===== src/rtl/piso_serializer.sv =====
`default_nettype none
// +----------------------------------------------------------------------+
// | Module   : piso_serializer                                           |
// | Purpose  : Parallel-in / serial-out shifter with a valid/ready load  |
// |            port, frame_start / done markers and back-to-back frames. |
// | Revision : 1.0  initial release                                      |
// +----------------------------------------------------------------------+
module piso_serializer #(
  parameter int WIDTH     = 4,
  parameter int MSB_FIRST = 1
) (
  input  logic             clk,
  input  logic             r,
  input  logic [WIDTH-1:0] din,
  input  logic             load_valid,
  output logic             load_ready,
  output logic             sout,
  output logic             sout_valid,
  output logic             frame_start,
  output logic             done,
  output logic             busy
);

  localparam int CW = (WIDTH > 1) ? $clog2(WIDTH) : 1;

  typedef enum logic [0:0] {
    IDLE  = 1'b0,
    SHIFT = 1'b1
  } state_t;

  state_t           state;
  logic [WIDTH-1:0] sreg;
  logic [WIDTH-1:0] sreg_shifted;
  logic [CW-1:0]    cnt;
  logic             head;
  logic             accept;

  // Bit order only changes which end of the captured word is the head and
  // which way the register moves.
  if (MSB_FIRST != 0) begin : g_msb_first
    assign head         = sreg[WIDTH-1];
    assign sreg_shifted = {sreg[WIDTH-2:0], 1'b0};
  end else begin : g_lsb_first
    assign head         = sreg[0];
    assign sreg_shifted = {1'b0, sreg[WIDTH-1:1]};
  end

  // A new word fits while idle or while the last bit is on the wire,
  // which is what allows frames to follow each other with no gap.
  assign load_ready = ~r & ((state == IDLE) | (cnt == '0));
  assign accept     = load_valid & load_ready;

  // The line is held low whenever no frame bit is being presented.
  assign sout = sout_valid & head;

  // Frame sequencing: capture, shift out WIDTH bits, then idle or restart.
  always_ff @(posedge clk) begin
    if (r) begin
      state       <= IDLE;
      sreg        <= '0;
      cnt         <= '0;
      sout_valid  <= 1'b0;
      frame_start <= 1'b0;
      done        <= 1'b0;
      busy        <= 1'b0;
    end else if (accept) begin
      state       <= SHIFT;
      sreg        <= din;
      cnt         <= CW'(WIDTH - 1);
      sout_valid  <= 1'b1;
      frame_start <= 1'b1;
      done        <= 1'b0;
      busy        <= 1'b1;
    end else if (state == SHIFT) begin
      if (cnt == '0) begin
        state       <= IDLE;
        sreg        <= '0;
        sout_valid  <= 1'b0;
        frame_start <= 1'b0;
        done        <= 1'b0;
        busy        <= 1'b0;
      end else begin
        sreg        <= sreg_shifted;
        cnt         <= cnt - CW'(1);
        frame_start <= 1'b0;
        // The bit about to be presented is the last one when cnt reaches 0.
        done        <= (cnt == CW'(1));
      end
    end
  end

endmodule
`default_nettype wire


===== config.mk =====
export PLATFORM = sky130hd
export DESIGN_NAME = piso_serializer
export DESIGN_NICKNAME = d
export VERILOG_FILES = /design/src/rtl/piso_serializer.sv
export SDC_FILE = /design/constraint.sdc
export NUM_CORES = 1
export LEC_CHECK = 0
export BUFFER_PORTS_ARGS = -buffer_cell sky130_fd_sc_hd__buf_2
export CORE_MARGIN = 10
export CORE_UTILIZATION = 38
export DETAILED_ROUTE_END_ITERATION = 8
export GPL_TIMING_DRIVEN = 0
export PLACE_DENSITY = 0.59
export SLEW_MARGIN = 40
export SYNTH_ARGS = -nofsm -noshare
export SYNTH_HDL_FRONTEND = slang
export SYNTH_SLANG_ARGS = --single-unit

===== constraint.sdc =====
create_clock -name clk -period 1.43 [get_ports clk]
set_input_delay 0.2145 -clock clk [delete_from_list [all_inputs] [get_ports clk]]
set_output_delay 0.2145 -clock clk [all_outputs]
set_load 0.1 [all_outputs]

==> results of run 1 <==
-- logic make-up after synthesis --
logic type	after synthesis	share of synthesized area (%)
buf+inv	9	10.2
flops	10	39.0
simple gates	14	15.9
compound gates	15	22.2
mux	4	7.81
fa+ha+maj	2	4.88
-- worst reg2reg max path: cells and delay by family, from the launching register on --
kind                       cells  cell delay, ns
buffers and inverters          3            0.34
AOI/OAI and AO/OA              1            0.18
adders and majority gates      1            0.15
and+or+nand+nor                2            0.15
DFF                            1            0.33
-- Yosys cell counts, drive strengths merged --
cell	n
dfxtp	10
a21oi	6
buf	5
a32oi	4
mux2i	4
nor2	4
inv	3
or2	3
a211oi	2
ha	2
nor3	2
a311oi	1
and2	1
clkbuf	1
nand2	1
nand2b	1
nand3	1
nor2b	1
o21a	1
o21bai	1
-- final timing paths --
kind / from / endpoint / slack (ns) / depth (start not counted)
setup / recovery: cnt[1]$_SDFFE_PP0P_ / load_ready / -0.04 / 6
hold reg to reg: done$_SDFFE_PP0P_ / done$_SDFFE_PP0P_ / 0.50 / 2
hold / removal: r / busy$_SDFFE_PP0P_ / 0.12 / 2
setup reg to reg: cnt[1]$_SDFFE_PP0P_ / cnt[1]$_SDFFE_PP0P_ / 0.19 / 7
-- what timing repair did --
action,4_1_cts,5_1_grt
buffers inserted,4,1
hold endpoints to repair,0,0
pin swaps,2,1
setup endpoints to repair,1,1
resized for setup,6,1
-- flip-flops by register name (all words and copies together), names as in the netlist --
name,cells
frame_start,1
cnt,2
state,1
busy,1
done,1
sreg,4
-- cell usage in the layout (no fill, tap or decap), types with 3 or more instances in the layout --
| cell | n |
|---|---|
| sky130_fd_sc_hd__a21oi_1 | 6 |
| sky130_fd_sc_hd__a32oi_1 | 4 |
| sky130_fd_sc_hd__buf_2 | 10 |
| sky130_fd_sc_hd__buf_4 | 9 |
| sky130_fd_sc_hd__clkbuf_4 | 3 |
| sky130_fd_sc_hd__dfxtp_1 | 6 |
| sky130_fd_sc_hd__dfxtp_2 | 3 |
| sky130_fd_sc_hd__mux2i_1 | 4 |
| sky130_fd_sc_hd__nor2_1 | 3 |
| sky130_fd_sc_hd__or2_1 | 3 |
-- report_power, final --
| group | internal, mW | switching [mW] | total, mW | leakage (nW) |
|---|---|---|---|---|
| registers | 0.304 | 0.0185 | 0.323 | 0.0841 |
| logic | 0.0948 | 0.164 | 0.258 | 0.202 |
| clock network | 0.0972 | 0.0931 | 0.190 | 0.0138 |
-- area by class of cell --
type                            instances  area [µm²]
Fill cell                             125         598
Timing Repair Buffer                   16         108
Clock buffer                            3        22.5
Sequential cell                        10         208
Multi-Input combinational cell         35         283
Tap cell                               15        18.8
Inverter                                3        13.8
Buffer                                  5        33.8
-- metrics by stage --
| stage | cell area (µm²) | hold slack [ns] | total power [mW] | util [%] | setup slack [ns] |
|---|---|---|---|---|---|
| 6_report | 687 | 0.119 | 0.772 | 53.5 | -0.0351 |
| 3_5_place_dp | 613 | 0.389 | 0.565 | 47.7 | -0.100 |
| 3_3_place_gp | 613 | 0.386 | 0.563 | 47.7 | -0.0831 |
| 4_1_cts | 677 | 0.102 | 0.779 | 52.7 | -0.0352 |
| 5_1_grt | 687 | 0.113 | 0.818 | 53.5 | -0.112 |
| 2_1_floorplan | 539 | 0.279 | 0.524 | - | -0.0175 |
-- routing by layer --
metal	global-route usage (%)	routed length (µm)
met1	8.45	512
met2	10.8	534
met3	2.92	63
met4	6.04	8
met5	0	0
==> insert_results.sql, run 1 <==
INSERT INTO impl_metrics (metric_group, metric, value, unit) VALUES
('clock_tree', 'clockBufferDepth', '2', ''),
('worst_setup_path', 'setup.worst_path.start_class', 'flop', ''),
('timing', 'tightestPinTransition', '0.563', 'ns'),
('clock_tree', 'holdBufCountCts', '0', ''),
('floorplanning', 'coreArea', '1280', 'µm²'),
('global_routing', 'grt_pass1_vias', '432', ''),
('route', 'vias_per_cell', '4.99', ''),
('pwr', 'power.static_leakage', '0.300', 'nW'),
('hold_path', 'tightest_hold_check_type', 'in -> reg', ''),
('worst_setup_path', 'timing.critical_path.buf_inv', '3', ''),
('worst_setup_path', 'timing.critical_path.max_delay_family', 'buffers and inverters', ''),
('clock_tree', 'cell_chosen_for_the_clock_root', 'sky130_fd_sc_hd__clkbuf_4', ''),
('run_status', 'violations', 'setup timing', ''),
('route', 'dr.first_iter.drc_count', '4', ''),
('global_routing', 'grt_antenna_before_repair', '0', ''),
('synthesis', 'ys_ff_latch', '10', ''),
('route', 'detailedRoute.firstPassIterationCount', '4', ''),
('worst_setup_path', 'worstPathArrival', '1.25', 'ns'),
('timing', 'setup_slack', '-0.0351', 'ns'),
('worst_setup_path', 'kind_of_capture_point_of_the_worst_setup_path', 'output pin', ''),
('global_routing', 'global_route.usage.total', '7.49', '%'),
('run_status', 'status', 'finished, violations left', ''),
('placed_design', 'post-dp-hpwl', '784', 'µm'),
('worst_setup_path', 'timing.critical_path.cells', 'inv_2, ha_4, nor2b_1, buf_4, nor2_4, buf_12', ''),
('worst_setup_path', 'critical_path_required', '1.22', 'ns'),
('cells_and_area', 'num-nets-final', '83', ''),
('floorplanning', 'die-width', '56.7', 'µm'),
('synthesis', 'netlist_instances', '54', ''),
('clock_tree', 'ctsHtreeMaxLevel', '1', ''),
('cells_and_area', 'antenna_cells', '0', ''),
('global_routing', 'grt_max_degree', '11', ''),
('timing', 'fmaxAchievable', '0.683', 'GHz'),
('cells_and_area', 'fraction_of_layout_instances_using_a_drive_strength_above_1', '51.4', '%'),
('clock_tree', 'tritoncts_num_sinks', '10', ''),
('route', 'routed_wirelength', '1120', 'µm'),
('pwr', 'worst_ir_drop_vdd', '0.547', 'mV'),
('timing', 'tns', '-0.0351', 'ns'),
('synthesis', 'synthDominantAreaCellType', 'sky130_fd_sc_hd__dfxtp_1', ''),
('floorplanning', 'initial_core_util', '39.9', '%'),
('timing', 'post-route-min-period', '1.47', 'ns'),
('timing', 'hold_viol_final', '0', ''),
('synthesis', 'yosysWarnings', '0', ''),
('worst_setup_path', 'crit_path_max_fanout', '2', ''),
('pwr', 'power.density', '1120', 'nW/µm²'),
('timing', 'rsz0062_at_grt', 'true', ''),
('timing', 'fin_crit_sh', '102', '%'),
('synthesis', 'syn_area', '513', 'µm²'),
('floorplanning', 'die_area', '3220', 'µm²'),
('synthesis', 'yosysTopAreaCellShare', '39.0', '%'),
('worst_setup_path', 'master_of_the_slowest_instance_on_the_critical_path', 'sky130_fd_sc_hd__dfxtp_2', ''),
('clock_tree', 'clkLatencyLatePin', '0.26', 'ns'),
('run', 'maxCapViolCount', '0', ''),
('synthesis', 'synth.top_cells.by_area', 'sky130_fd_sc_hd__dfxtp_1 39%, sky130_fd_sc_hd__mux2i_1 7.8%, sky130_fd_sc_hd__buf_4 7.3%', ''),
('clock_tree', 'cts_buf_count', '3', ''),
('timing', 'timing.final.max_slew_violations', '0', ''),
('floorplanning', 'fp.dieH', '56.7', 'µm'),
('global_routing', 'grt_remaining_overflow', '0', ''),
('global_routing', 'grt_pass1_wl', '1920', 'µm'),
('worst_setup_path', 'critical-path-max-stage-delay', '0.33', 'ns'),
('floorplanning', 'num_rows', '13', ''),
('synthesis', 'syn_nets', '63', ''),
('route', 'post-route-drc-count', '0', ''),
('clock_tree', 'cts_tree', 'built', ''),
('route', 'detail_routed_net_length_per_standard_cell', '12.9', 'µm'),
('floorplanning', 'pin_count', '13', ''),
('timing', 'relSlewSlack', '62.5', '%'),
('worst_setup_path', 'criticalPathCategory', 'reg -> out', ''),
('timing', 'finalSetupViolCount', '1', ''),
('clock_tree', 'cts.clk_slew.worst_paths', '0.06', 'ns'),
('synthesis', 'syn-mean-instance-area', '9.50', 'µm²'),
('cells_and_area', 'areaGrowthSynthToFinish', '33.9', '%'),
('cells_and_area', 'post_layout_nonfiller_instances', '87', ''),
('synthesis', 'synth_sequential_area_ratio', '39.0', '%'),
('placed_design', 'dpl.cell_count', '80', ''),
('placed_design', 'port-buffer-count', '11', ''),
('placed_design', 'place_congestion', '0.688', ''),
('synthesis', 'synth.lib_cells_used.distinct', '21', ''),
('route', 'routed-via-count', '434', ''),
('route', 'ant_nets', '0', ''),
('timing', 'clock_skew', '0.000155', 'ns');
No activity file was read; power rests on OpenSTA's default activity.
==> run 2: changes to the inputs <==
--- a/config.mk
+++ b/config.mk
@@ -15,3 +15,4 @@
 export SYNTH_ARGS = -nofsm -noshare
 export SYNTH_HDL_FRONTEND = slang
 export SYNTH_SLANG_ARGS = --single-unit
+export TNS_END_PERCENT = 50
==> run 2 against run 1 <==
  * Sequential share of layout area is 0.54 points lower
  * Die area stayed put
  * Count of clock-buffer cells in the layout is 1 higher
  * Critical path type unchanged
  * Largest cell class unchanged
  * The flow still finishes with violations (setup timing)
  * Highest routed layer unchanged
  * Routed wire length is 1.2% higher
==> insert_results.sql, run 2 (synthesis results as in run 1) <==
INSERT INTO impl_metrics (metric_group, metric, value, unit) VALUES
('run_status', 'status', 'finished, violations left', ''),
('run_status', 'violations', 'setup timing', ''),
('worst_setup_path', 'crit_path_max_fanout', '2', ''),
('timing', 'relSlewSlack', '62.6', '%'),
('cells_and_area', 'footprint_of_the_multi_input_gates', '282', 'µm²'),
('route', 'routed_wirelength', '1130', 'µm'),
('worst_setup_path', 'critical_path_required', '1.22', 'ns'),
('floorplanning', 'fp.dieH', '56.7', 'µm'),
('worst_setup_path', 'timing.critical_path.cells', 'inv_2, ha_4, nor2b_1, buf_4, nor2_4, buf_12', ''),
('placed_design', 'place_congestion', '0.642', ''),
('cells_and_area', 'final_cell_mix', '9 x sky130_fd_sc_hd__buf_4, 9 x sky130_fd_sc_hd__buf_2, 6 x sky130_fd_sc_hd__a21oi_1, 6 x sky130_fd_sc_hd__dfxtp_1', ''),
('cells_and_area', 'final_core_util', '54.4', '%'),
('timing', 'tightestPinTransition', '0.561', 'ns'),
('cells_and_area', 'seqCellArea', '208', 'µm²'),
('global_routing', 'global_route.usage.total', '7.35', '%'),
('route', 'ant_nets', '0', ''),
('cells_and_area', 'post_route_cell_area', '699', 'µm²'),
('cells_and_area', 'antenna_cells', '0', ''),
('floorplanning', 'coreArea', '1280', 'µm²'),
('timing', 'timing.final.max_slew_violations', '0', ''),
('cells_and_area', 'num-fill-cells', '128', ''),
('pwr', 'power.static_leakage', '0.305', 'nW'),
('floorplanning', 'die-width', '56.7', 'µm'),
('timing', 'fmaxAchievable', '0.687', 'GHz'),
('clock_tree', 'ctsHtreeMaxLevel', '1', ''),
('worst_setup_path', 'timing.critical_path.buf_inv', '3', ''),
('timing', 'setup_slack', '-0.0261', 'ns'),
('global_routing', 'grt_max_degree', '11', ''),
('cells_and_area', 'num-nets-final', '83', ''),
('timing', 'clock_skew', '0.00844', 'ns'),
('route', 'detail_routed_net_length_per_standard_cell', '12.9', 'µm'),
('cells_and_area', 'fraction_of_layout_instances_using_a_drive_strength_above_1', '52.1', '%'),
('clock_tree', 'cell_chosen_for_the_clock_root', 'sky130_fd_sc_hd__clkbuf_4', ''),
('placed_design', 'placement.cell_area', '612', 'µm²'),
('pwr', 'worst_ir_drop_vdd', '0.667', 'mV'),
('floorplanning', 'die_area', '3220', 'µm²'),
('placed_design', 'post-dp-hpwl', '783', 'µm'),
('cells_and_area', 'areaGrowthSynthToFinish', '36.3', '%'),
('route', 'vias_per_cell', '4.94', ''),
('worst_setup_path', 'timing.critical_path.max_delay_family', 'flip-flops', ''),
('run', 'maxCapViolCount', '0', ''),
('timing', 'fin_crit_sh', '102', '%'),
('floorplanning', 'initial_core_util', '39.9', '%'),
('floorplanning', 'pin_count', '13', ''),
('timing', 'hold_viol_final', '0', ''),
('clock_tree', 'holdBufCountCts', '0', ''),
('timing', 'finalSetupViolCount', '1', ''),
('worst_setup_path', 'critical-path-max-stage-delay', '0.35', 'ns'),
('placed_design', 'port-buffer-count', '11', ''),
('global_routing', 'grt_pass1_wl', '1910', 'µm'),
('global_routing', 'grt_remaining_overflow', '0', ''),
('timing', 'post-route-min-period', '1.46', 'ns'),
('cells_and_area', 'largest-register', 'sreg', ''),
('route', 'post-route-drc-count', '0', ''),
('clock_tree', 'cts_tree', 'built', ''),
('worst_setup_path', 'kind_of_capture_point_of_the_worst_setup_path', 'output pin', ''),
('worst_setup_path', 'criticalPathCategory', 'reg -> out', ''),
('clock_tree', 'clkLatencyLatePin', '0.27', 'ns'),
('cells_and_area', 'largest_register_ff_count', '4', ''),
('global_routing', 'grt_antenna_before_repair', '0', ''),
('timing', 'rsz0062_at_grt', 'true', ''),
('route', 'routed-via-count', '435', ''),
('route', 'dr.first_iter.drc_count', '3', ''),
('worst_setup_path', 'master_of_the_slowest_instance_on_the_critical_path', 'sky130_fd_sc_hd__dfxtp_4', ''),
('clock_tree', 'tritoncts_num_sinks', '10', ''),
('hold_path', 'tightest_hold_check_type', 'in -> reg', ''),
('pwr', 'power.density', '1200', 'nW/µm²'),
('route', 'detailedRoute.firstPassIterationCount', '4', ''),
('cells_and_area', 'reg_top3', 'sreg: 4 flops, cnt: 2 flops', ''),
('clock_tree', 'cts.clk_slew.worst_paths', '0.08', 'ns'),
('worst_setup_path', 'setup.worst_path.start_class', 'flop', ''),
('floorplanning', 'num_rows', '13', ''),
('clock_tree', 'cts_buf_count', '3', ''),
('global_routing', 'grt_pass1_vias', '447', ''),
('clock_tree', 'clockBufferDepth', '2', ''),
('worst_setup_path', 'worstPathArrival', '1.24', 'ns');
run 2: cell types whose count changed in the layout (fill, tap and decap cells not counted):
| cell | before | now |
|---|---|---|
| sky130_fd_sc_hd__and2_2 | 0 | 1 |
| sky130_fd_sc_hd__and2_4 | 1 | 0 |
| sky130_fd_sc_hd__buf_2 | 10 | 9 |
| sky130_fd_sc_hd__clkbuf_4 | 3 | 4 |
| sky130_fd_sc_hd__clkbuf_8 | 0 | 1 |
| sky130_fd_sc_hd__inv_2 | 2 | 3 |
| sky130_fd_sc_hd__inv_4 | 1 | 0 |
run 2: path summary, 6_finish.rpt:
kind / startpoint / endpoint / slack [ns] / cells after the start
worst max-delay path: cnt[0]$_SDFFE_PP0P_ / load_ready / -0.03 / 6
worst min-delay path: r / busy$_SDFFE_PP0P_ / 0.11 / 2
worst max register to register: cnt[0]$_SDFFE_PP0P_ / busy$_SDFFE_PP0P_ / 0.15 / 7
worst min register to register: done$_SDFFE_PP0P_ / done$_SDFFE_PP0P_ / 0.51 / 2
run 2: through the flow:
step | std cells | hold WS (ns) | worst slack [ns] | power, mW | TNS [ns]
floorplan | 54 | 0.279 | -0.0175 | 0.523 | -0.0257
global placement | 80 | 0.385 | -0.0824 | 0.561 | -0.0824
detailed placement | 80 | 0.391 | -0.0965 | 0.564 | -0.0965
CTS | 87 | 0.0947 | -0.0399 | 0.846 | -0.0399
global route | 88 | 0.101 | -0.126 | 0.887 | -0.126
finish | 88 | 0.106 | -0.0261 | 0.841 | -0.0261
run 2: cell type report:
cell class,instances,area share (%)
Timing Repair Buffer,16,15.7
Multi-Input combinational cell,35,40.3
Tap cell,15,2.68
Clock buffer,4,5.19
Buffer,5,4.83
Inverter,3,1.61
Sequential cell,10,29.7
run 2: timing repair:
item                                    CTS  global route
pin swaps                                 2             1
resized for setup                         6             1
setup buffers                             4             1
endpoints found under the setup margin    1             2
run 2: routing by layer:
layer  track usage (%)  wire length (µm)  part of all wire (%)  vias to the layer above
met5                 0                 0                     0                        -
met4              2.01                 6                  0.53                        0
met3              5.84               106                   9.4                        2
met2              10.8               495                    44                       13
met1              7.91               523                    46                      193
li1                  -                 -                     -                      227
run 2: where the power goes:
| group | switching (mW) | internal (mW) | total [mW] |
|---|---|---|---|
| sequential | 0.0173 | 0.304 | 0.321 |
| combinational | 0.164 | 0.0949 | 0.259 |
| clock | 0.106 | 0.155 | 0.261 |
==> run 3: changes to the inputs <==
--- a/config.mk
+++ b/config.mk
@@ -7,10 +7,10 @@
 export LEC_CHECK = 0
 export BUFFER_PORTS_ARGS = -buffer_cell sky130_fd_sc_hd__buf_2
 export CORE_MARGIN = 10
-export CORE_UTILIZATION = 38
+export CORE_UTILIZATION = 35
 export DETAILED_ROUTE_END_ITERATION = 8
 export GPL_TIMING_DRIVEN = 0
-export PLACE_DENSITY = 0.59
+export PLACE_DENSITY = 0.56
 export SLEW_MARGIN = 40
 export SYNTH_ARGS = -nofsm -noshare
 export SYNTH_HDL_FRONTEND = slang
==> run 3 against run 2 <==
  * The flow still finishes with violations (setup timing)
  * Die area is 5.5% higher
  * Final cell count grew 1.1%
  * Highest routed layer unchanged
  * Hold slack better by 0.0032 ns
==> insert_results.sql, run 3 (synthesis results as in run 1) <==
INSERT INTO impl_metrics (metric_group, metric, value, unit) VALUES
('pwr', 'power.density', '1120', 'nW/µm²'),
('route', 'vias_per_cell', '5.07', ''),
('pwr', 'p_switching', '0.280', 'mW'),
('route', 'detailedRoute.firstPassIterationCount', '4', ''),
('route', 'dr.first_iter.drc_count', '3', ''),
('cells_and_area', 'leading_cell_type_in_the_layout_fill_and_taps_excluded', 'sky130_fd_sc_hd__buf_4', ''),
('run_status', 'status', 'finished, violations left', ''),
('cells_and_area', 'post_layout_nonfiller_instances', '89', ''),
('timing', 'clock_skew', '0.00582', 'ns'),
('timing', 'rsz0062_at_grt', 'true', ''),
('placed_design', 'port-buffer-count', '11', ''),
('route', 'detail_routed_net_length_per_standard_cell', '13.4', 'µm'),
('timing', 'setup_slack', '-0.0502', 'ns'),
('pwr', 'seq_power_share', '41.2', '%'),
('global_routing', 'global_route.usage.total', '7.46', '%'),
('hold_path', 'tightest_hold_check_type', 'in -> reg', ''),
('timing', 'relSlewSlack', '62.8', '%'),
('timing', 'fmaxAchievable', '0.676', 'GHz'),
('clock_tree', 'cts_buf_count', '3', ''),
('clock_tree', 'cell_chosen_for_the_clock_root', 'sky130_fd_sc_hd__clkbuf_4', ''),
('placed_design', 'dp_worst_setup_slack', '-0.0950', 'ns'),
('cells_and_area', 'largest-register', 'sreg', ''),
('pwr', 'worst_ir_drop_vdd', '0.525', 'mV'),
('placed_design', 'place_congestion', '0.672', ''),
('floorplanning', 'fp.dieH', '58.3', 'µm'),
('clock_tree', 'cts_tree', 'built', ''),
('worst_setup_path', 'critical_path_required', '1.22', 'ns'),
('route', 'routed_wirelength', '1190', 'µm'),
('global_routing', 'grt_pass1_vias', '448', ''),
('global_routing', 'grt_antenna_before_repair', '0', ''),
('cells_and_area', 'antenna_cells', '0', ''),
('timing', 'tightestPinTransition', '0.557', 'ns'),
('route', 'post-route-drc-count', '0', ''),
('cells_and_area', 'final_core_util', '52.3', '%'),
('global_routing', 'grt_max_degree', '11', ''),
('clock_tree', 'clkLatencyLatePin', '0.27', 'ns'),
('worst_setup_path', 'kind_of_capture_point_of_the_worst_setup_path', 'output pin', ''),
('run', 'maxCapViolCount', '0', ''),
('floorplanning', 'pin_count', '13', ''),
('cells_and_area', 'post_route_cell_area', '698', 'µm²'),
('pwr', 'comb_power_share', '34.0', '%'),
('clock_tree', 'tritoncts_num_sinks', '10', ''),
('floorplanning', 'num_rows', '13', ''),
('timing', 'timing.final.max_slew_violations', '0', ''),
('worst_setup_path', 'setup.worst_path.start_class', 'flop', ''),
('pwr', 'internal_power', '0.502', 'mW'),
('clock_tree', 'clockBufferDepth', '2', ''),
('global_routing', 'grt_remaining_overflow', '0', ''),
('run_status', 'violations', 'setup timing', ''),
('floorplanning', 'die_area', '3400', 'µm²'),
('worst_setup_path', 'crit_path_max_fanout', '2', ''),
('cells_and_area', 'largest_register_ff_count', '4', ''),
('cells_and_area', 'num-nets-final', '85', ''),
('route', 'ant_nets', '0', ''),
('timing', 'post-route-min-period', '1.48', 'ns'),
('pwr', 'power.static_leakage', '0.309', 'nW'),
('floorplanning', 'coreArea', '1330', 'µm²'),
('cells_and_area', 'reg_top3', 'sreg: 4 flops, cnt: 2 flops', ''),
('timing', 'fin_crit_sh', '104', '%'),
('pwr', 'netSwitchingFraction', '35.8', '%'),
('route', 'routed-via-count', '451', ''),
('pwr', 'clkPwrFrac', '24.8', '%'),
('global_routing', 'grt_pass1_wl', '1990', 'µm'),
('clock_tree', 'cts.clk_slew.worst_paths', '0.07', 'ns'),
('worst_setup_path', 'worstPathArrival', '1.27', 'ns'),
('worst_setup_path', 'criticalPathCategory', 'reg -> out', ''),
('floorplanning', 'initial_core_util', '38.5', '%'),
('cells_and_area', 'final_cell_mix', '11 x sky130_fd_sc_hd__buf_4, 10 x sky130_fd_sc_hd__buf_2, 6 x sky130_fd_sc_hd__a21oi_1, 6 x sky130_fd_sc_hd__dfxtp_1', ''),
('timing', 'finalSetupViolCount', '1', ''),
('floorplanning', 'die-width', '58.3', 'µm'),
('placed_design', 'placement.cell_area', '612', 'µm²'),
('timing', 'hold_viol_final', '0', ''),
('cells_and_area', 'fraction_of_layout_instances_using_a_drive_strength_above_1', '52.7', '%'),
('cells_and_area', 'areaGrowthSynthToFinish', '36.1', '%'),
('clock_tree', 'ctsHtreeMaxLevel', '1', ''),
('placed_design', 'dpl.cell_count', '80', '');
==> run 3: cell types whose count changed in the layout (fill, tap and decap cells not counted) <==
cell,previous run,this run
sky130_fd_sc_hd__clkbuf_8,1,0
sky130_fd_sc_hd__buf_2,9,10
sky130_fd_sc_hd__clkbuf_4,4,3
sky130_fd_sc_hd__buf_4,9,11
==> run 3: worst paths after layout <==
| path | from | endpoint | slack (ns) | cells past startpoint |
|---|---|---|---|---|
| hold / removal | r | busy$_SDFFE_PP0P_ | 0.11 | 2 |
| hold reg to reg | done$_SDFFE_PP0P_ | done$_SDFFE_PP0P_ | 0.49 | 2 |
| setup / recovery | cnt[1]$_SDFFE_PP0P_ | load_ready | -0.05 | 6 |
| setup reg to reg | cnt[1]$_SDFFE_PP0P_ | sreg[3]$_SDFFE_PP0P_ | 0.10 | 8 |
==> run 3: layout make-up <==
class / instances / area (µm²)
Tap cell: 15 / 18.8
Multi-Input combinational cell: 35 / 282
Sequential cell: 10 / 208
Inverter: 3 / 11.3
Clock buffer: 3 / 22.5
Timing Repair Buffer: 18 / 123
Buffer: 5 / 33.8
Fill cell: 139 / 636
==> run 3: power by group through the flow <==
stage / clock network, mW / registers (mW) / logic [mW]
after detailed placement: 0 / 0.326 / 0.237
after floorplan: 0 / 0.369 / 0.154
after CTS: 0.205 / 0.322 / 0.254
after global routing: 0.213 / 0.327 / 0.284
after global placement: 0 / 0.326 / 0.236
final: 0.194 / 0.322 / 0.266
==> run 3: repair_timing <==
item / in CTS / in global routing
setup buffers: 4 / 3
hold buffers: 0 / 0
pin swaps: 2 / 2
endpoints found under the setup margin: 1 / 1
gates resized for setup: 6 / 0
==> run 3: worst max-delay path: stages, from the launching register on <==
cell and delay [ns]:
sky130_fd_sc_hd__dfxtp_2 0.32, sky130_fd_sc_hd__inv_2 0.07, sky130_fd_sc_hd__ha_4 0.13, sky130_fd_sc_hd__nor2b_1 0.04
sky130_fd_sc_hd__buf_4 0.13, sky130_fd_sc_hd__nor2_4 0.12, sky130_fd_sc_hd__buf_12 0.18
==> run 3: metal layers <==
| layer | routed length (µm) | up-vias | part of all wire [%] | global-route usage, % |
|---|---|---|---|---|
| met4 | 23 | 0 | 1.9 | 4.03 |
| li1 | - | 228 | - | - |
| met3 | 120 | 4 | 10 | 5.23 |
| met5 | 0 | - | 0 | 0 |
| met2 | 553 | 11 | 46 | 11.2 |
| met1 | 496 | 208 | 42 | 7.51 |
==> run 3: per-stage QoR <==
| step | setup TNS (ns) | power (mW) | hold WS (ns) |
|---|---|---|---|
| after floorplan | -0.0257 | 0.523 | 0.279 |
| after global placement | -0.0947 | 0.562 | 0.383 |
| after detailed placement | -0.0950 | 0.563 | 0.388 |
| after CTS | -0.0358 | 0.781 | 0.0985 |
| after global routing | -0.104 | 0.824 | 0.109 |
| final | -0.0502 | 0.782 | 0.109 |
